## src/rtl/pkt_dispatch_ctrl.sv

```systemverilog
// Packet dispatch sequencer: captures one decoded packet, filters it (invalid type,
// locked heartbeat) and pulses the enable of the consumer that must process it.
module pkt_dispatch_ctrl #(
  parameter int WORD_WIDTH     = 16,
  parameter int SETTLE_CYCLES  = 2,
  parameter int DROP_CNT_WIDTH = 8
) (
  input  logic                      clk,
  input  logic                      nrst,
  input  logic                      pkt_valid,
  output logic                      pkt_ready,
  input  logic [2:0]                pkt_type,
  input  logic [WORD_WIDTH-1:0]     pkt_energy,
  input  logic [WORD_WIDTH-1:0]     pkt_destID,
  input  logic [WORD_WIDTH-1:0]     pkt_hops,
  input  logic [WORD_WIDTH-1:0]     pkt_timeslot,
  output logic                      en_MNI,
  output logic                      en_FWD,
  output logic                      en_INV,
  output logic [2:0]                fPktType,
  output logic [WORD_WIDTH-1:0]     energy,
  output logic [WORD_WIDTH-1:0]     destinationID,
  output logic [WORD_WIDTH-1:0]     hops,
  output logic [WORD_WIDTH-1:0]     timeslot,
  output logic                      hb_lock,
  output logic                      busy,
  output logic [DROP_CNT_WIDTH-1:0] drop_count
);

  localparam int CNT_W = (SETTLE_CYCLES > 1) ? $clog2(SETTLE_CYCLES) : 1;

  typedef enum logic [1:0] {IDLE, DECODE, ISSUE, SETTLE} state_t;

  state_t           state, state_nxt;
  logic [CNT_W-1:0] settle_cnt;
  logic             accept;
  logic             drop;

  function automatic logic [DROP_CNT_WIDTH-1:0] sat_inc(input logic [DROP_CNT_WIDTH-1:0] v);
    return (&v) ? v : v + 1'b1;
  endfunction

  function automatic logic type_valid(input logic [2:0] t);
    case (t)
      3'b000, 3'b001, 3'b010, 3'b100, 3'b101: return 1'b1;
      default:                                return 1'b0;
    endcase
  endfunction

  assign accept = pkt_valid && pkt_ready;
  // Heartbeats are dropped while a previous heartbeat still holds the lock
  assign drop   = !type_valid(fPktType) || ((fPktType == 3'b000) && hb_lock);
  assign busy   = ~pkt_ready;

  always_ff @(posedge clk) begin
    if (nrst) state <= IDLE;
    else      state <= state_nxt;
  end

  always_comb begin
    state_nxt = state;
    pkt_ready = 1'b0;
    en_MNI    = 1'b0;
    en_FWD    = 1'b0;
    en_INV    = 1'b0;
    case (state)
      IDLE: begin
        pkt_ready = 1'b1;
        if (pkt_valid) state_nxt = DECODE;
      end
      DECODE: state_nxt = drop ? IDLE : ISSUE;
      ISSUE: begin
        case (fPktType)
          3'b000, 3'b001, 3'b100: en_MNI = 1'b1;
          3'b010:                 en_INV = 1'b1;
          3'b101: begin
            en_MNI = 1'b1;
            en_FWD = 1'b1;
          end
          default: ;
        endcase
        state_nxt = SETTLE;
      end
      SETTLE: if (settle_cnt == '0) state_nxt = IDLE;
      default: state_nxt = IDLE;
    endcase
  end

  always_ff @(posedge clk) begin
    if (nrst) begin
      fPktType      <= 3'b111;
      energy        <= '0;
      destinationID <= '0;
      hops          <= '0;
      timeslot      <= '0;
      hb_lock       <= 1'b0;
      drop_count    <= '0;
      settle_cnt    <= '0;
    end else begin
      if (accept) begin
        fPktType      <= pkt_type;
        energy        <= pkt_energy;
        destinationID <= pkt_destID;
        hops          <= pkt_hops;
        timeslot      <= pkt_timeslot;
      end
      if ((state == DECODE) && drop) drop_count <= sat_inc(drop_count);
      if (state == ISSUE) begin
        settle_cnt <= CNT_W'(SETTLE_CYCLES - 1);
        if (fPktType == 3'b000)      hb_lock <= 1'b1;
        else if (fPktType == 3'b101) hb_lock <= 1'b0;
      end else if (state == SETTLE) begin
        settle_cnt <= settle_cnt - 1'b1;
      end
    end
  end

endmodule

```

## config.mk

```make
export PLATFORM = sky130hd
export DESIGN_NAME = pkt_dispatch_ctrl
export DESIGN_NICKNAME = d
export VERILOG_FILES = /design/src/rtl/pkt_dispatch_ctrl.sv
export SDC_FILE = /design/constraint.sdc
export NUM_CORES = 1
export LEC_CHECK = 0
export ABC_AREA = 1
export BUFFER_PORTS_ARGS = -buffer_cell sky130_fd_sc_hd__clkbuf_2
export CELL_PAD_IN_SITES_DETAIL_PLACEMENT = 1
export CELL_PAD_IN_SITES_GLOBAL_PLACEMENT = 1
export CORE_ASPECT_RATIO = 0.9
export CORE_MARGIN = 1
export CORE_UTILIZATION = 30
export DETAILED_ROUTE_END_ITERATION = 12
export PLACE_DENSITY = 0.84
export SLEW_MARGIN = 20
export SYNTH_ARGS = -nofsm -noshare
export SYNTH_HDL_FRONTEND = slang
export SYNTH_SLANG_ARGS = --single-unit
```

## constraint.sdc

```tcl
create_clock -name clk -period 2.35 [get_ports clk]
set_input_delay 0.1175 -clock clk [delete_from_list [all_inputs] [get_ports clk]]
set_output_delay 0.1175 -clock clk [all_outputs]
set_load 0.01 [all_outputs]
```

Word level (Yosys, flattened, before mapping) --
Cells that the tools add are included.
Operators by class: add/sub/neg operators 2, equal/unequal tests 9, mux-type cells 16, bitwise logic cells 2, reduce and logical (&&, ||, !) cells 15
Operator list (count):
- two-way mux 1 bit | 12
- adder 8 x 1 -> 8 bit, second input constant | 1
- one-hot mux 2 bit (4 select lines) | 1
- AND reduction 8 bit | 1
- == test 3 bit, second input constant | 2
- two-way mux 2 bit | 3
- AND reduction 2 bit | 3
- OR reduction 5 bit | 1
- == test 2 bit, second input constant | 2
- inequality test 2 bit, second input constant | 2
- nonzero test 2 bit | 2
- OR reduction 4 bit | 1
- == test 3 x 1 -> 1 bit, second input constant | 1
- == test 3 x 2 -> 1 bit, second input constant | 1
- logical AND 1 bit | 3
- logical NOT 3 bit | 1
- == test 2 x 1 -> 1 bit, second input constant | 1
- logical NOT 2 bit | 1
- inverter 1 bit | 2
- logical NOT 1 bit | 1
- logical OR 1 bit | 1
- subtractor 1 bit, second input constant | 1
Storage, ports and cells: register bits 79, input bits 70, output and inout bits 81, logic and storage cells 53

Depth between registers and ports, before layout --
word-level depth 7, mapped depth 8

Worst setup path before layout --
Ideal clock, no wire load.
path type register -> register, start point register drop_count[1], end point register drop_count[4], setup time 0.113 ns, data arrival time 1.191 ns, data required time 2.237 ns, slack 1.045 ns, stages on the path, launching flop included 9, path buffers 0, period minus slack after synthesis 1.305 ns, cells stage by stage dfxtp_1 > ha_1 > nand2_1 > nor2_2 > nand2_1 > nand3_2 > nand2_1 > nand2_1 > nor2_1
Between the ends: longest elaborated chain between the ends 3
RTL lines:
- start: declaration | line 27 | output logic [DROP_CNT_WIDTH-1:0] drop_count
- start signal: assignment | line 107 | if ((state == DECODE) && drop) drop_count <= sat_inc(drop_count);
- branches (longest 3 deep; another with adder 8 x 1 -> 8 bit)
Several ways; the timed one is not identified. A chain may end at the register's enable or synchronous reset.

==> flow_metrics.py <==
metrics = {
    "outcome": {
        "status": "complete, no violations",
    },
    "floorplan": {
        "coreArea_um2": 9660,
        "ios": 151,
        "rows": 34,
        "initial_core_util": 0.310,
        "die_w_um": 107,
        "dieArea_um2": 10400,
        "die_h_um": 96.7,
    },
    "logic_synthesis": {
        "ys_seq_elements": 79,
        "syn_inst": 395,
        "yosysWarnings": 0,
        "synth_nets": 466,
        "synth.avg_cell_area_um2": 7.57,
        "syn-cell-area_um2": 2990,
        "synth_cell_types": 26,
        "ys_seq_area_frac": 0.529,
    },
    "detailed_routing": {
        "initialDrtViolationCount": 88,
        "drtPass1Iterations": 4,
        "dr_total_vias": 3418,
        "postRouteAntennaNets": 0,
        "drc": 0,
        "post_drt_wl_per_cell_um": 14.2,
        "viasPerCell": 4.77,
        "finalWirelength_mm": 10.2,
    },
    "clocking": {
        "htreeDepth": 3,
        "clock_latency_ns": 0.35,
        "cts_buffers": 9,
        "cts_tree": "built",
        "cts_hold_buf": 48,
        "clock-root-buffer": "clkbuf_8",
        "max-clock-path-buffers": 2,
        "cts_setup_buffers": 0,
        "ctsResizeCount": 0,
        "clkSinkCount": 79,
        "clkTransAtPathRegs_ns": 0.08,
    },
    "setup_path": {
        "required_ns": 2.23,
        "critPathKind": "reg -> out",
        "cp_data_arrival_time_ns": 1.58,
        "start_kind": "register",
        "cp_slowest_cell": "dfxtp_1",
        "endpoint_kind": "primary output",
        "worstPathCellList": "inv_1, nor2_1, inv_2, nor4_1, clkbuf_2",
        "crit_buf_inv": 3,
        "worstPathMaxFanout": 7,
        "slowest_delay_ns": 0.50,
        "critPathTopFamily": "flip-flops",
    },
    "sta": {
        "hold_violations": 0,
        "rsz0062_at_grt": "false",
        "relSlewSlack": 0.571,
        "slew_viol_final": 0,
        "clock_skew_ns": 0.0118,
        "tns_ns": 0,
        "hold_slack_ns": 0.00859,
        "worstMarginPinSlew_ns": 0.644,
        "fin_crit_sh": 0.722,
        "setup_viol": 0,
        "setup_slack_ns": 0.654,
        "min_period_ns": 1.70,
        "max_freq_ghz": 0.590,
    },
    "cells_and_area": {
        "drive_above_1_share": 0.303,
        "instances_no_fill": 717,
        "syn_to_final_growth_pct": 51.2,
        "layout.nets": 659,
        "fin_util": 0.468,
        "antenna_cells": 0,
    },
    "placement": {
        "dp_slack_ns": 0.801,
        "dp_hpwl_mm": 6.38,
        "portBuffers": 150,
        "dp_cells": 652,
        "gp_congestion": 0.782,
    },
    "job": {
        "drv_cap": 0,
    },
    "global_routing": {
        "antenna_found_initial": 0,
        "grt_pass1_vias": 3703,
        "grt-ovfl-total": 0,
        "grt_first_pass_wirelength_mm": 16.8,
        "grt_max_degree": 72,
        "grt_use_met3": 0.0613,
        "gr-max-usage-layer": "met2",
        "grt_util_met2": 0.378,
        "grt_usage": 0.206,
        "met1_usage": 0.214,
    },
    "hold_path": {
        "hold_class": "in -> reg",
    },
    "power": {
        "powerDensity_nw_per_um2": 681,
        "max-vdd-ir-drop_mv": 0.323,
        "p_leak_nw": 2.22,
    },
}
[report_power, final]
| part | switching [W] | total (W) | internal (W) | leakage, nW |
|---|---|---|---|---|
| combinational | 0.000301 | 0.000539 | 0.000239 | 1.46 |
| clock | 0.000481 | 0.00102 | 0.000538 | 0.101 |
| sequential | 0.0000703 | 0.00152 | 0.00145 | 0.653 |
| total | 0.000852 | 0.00308 | 0.00222 | 2.22 |
[per-stage QoR]
step,instance area [µm²],power [W]
6_report,4520,0.00308
5_1_grt,4520,0.00325
4_1_cts,4490,0.00311
3_5_place_dp,3810,0.00201
3_3_place_gp,3810,0.00199
2_1_floorplan,2990,0.00179
[cell usage in the layout (no fill, tap or decap)]
master         Yosys  final
a21oi_1            8      8
a21oi_2            1      1
a31oi_1            1      1
buf_12             0      1
buf_4              7      2
bufinv_16          0      1
clkbuf_2           0    150
clkbuf_8           0     11
clkinv_2           0      1
clkinv_4           0      1
dfxtp_1           79     79
dlygate4sd3_1      0     51
ha_1               1      1
inv_1             13     13
inv_2              5      5
nand2_1           27     27
nand2_2            1      1
nand3_1           13     13
nand3_2            1      1
nand4_1            1      1
nor2_1           141    141
nor2_2             3      3
nor2_4             1      1
nor3_1             1      1
nor4_1             1      1
o211ai_1           2      2
o21ai_0           67     67
o21ai_1            2      2
o21bai_1           1      1
xor2_1             3      3
[cells in the mapped netlist, drive strengths merged]
cell type,n,share of area
nor2,145,0.19
dfxtp,79,0.53
o21ai,69,0.12
nand2,28,0.036
inv,18,0.023
nand3,14,0.025
clkbuf,12,0.015
buf,10,0.025
a21oi,9,0.016
xor2,3,0.0088
o211ai,2,0.0050
a31oi,1,0.0021
ha,1,0.0042
nand4,1,0.0021
nor3,1,0.0017
nor4,1,0.0021
o21bai,1,0.0025
[worst paths after layout]
kind | start | to | slack (ns) | depth (start not counted)
min reg2reg | settle_cnt | settle_cnt | 0.47 | 1
min | pkt_energy[11] | energy[11] | 0.009 | 3
max reg2reg | state[0] | hops[4] | 0.77 | 7
max | register | en_INV | 0.65 | 5
[cell type report]
class	instances	area [µm²]
Clock buffer	11	151
Timing Repair Buffer	204	1300
Fill cell	1243	5140
Clock inverter	3	43.8
Sequential cell	79	1580
Multi-Input combinational cell	276	1220
Inverter	18	67.6
Tap cell	126	158
[flip-flops by register name, summed over array words and instances (netlist names), named ones only]
register	cells
hb_lock	1
timeslot	16
fPktType	3
state	1
energy	16
hops	16
drop_count	8
destinationID	16
settle_cnt	1
[cell families after synthesis]
logic type,Yosys count,synth area share
AO/OA/AOI/OAI,82,0.141
adder cells (fa/ha/maj),1,0.00419
buffers and inverters,40,0.0624
AND/OR/NAND/NOR,190,0.254
XOR/XNOR,3,0.00879
flip-flops,79,0.529
[layer usage]
metal / part of all wire / wire length (µm)
met4: 0.027 / 278
met1: 0.39 / 4020
met2: 0.52 / 5330
met3: 0.056 / 569
met5: 0 / 0
[worst reg2reg max path, cell delays in order, from the launching register on]
cell	delay, ns
dfxtp_1	0.40
inv_2	0.08
nand2_2	0.09
nor2_4	0.04
inv_2	0.37
buf_12	0.30
nor2_1	0.08
nor2_1	0.14
Note: power is estimated with default switching activity, not from simulation.
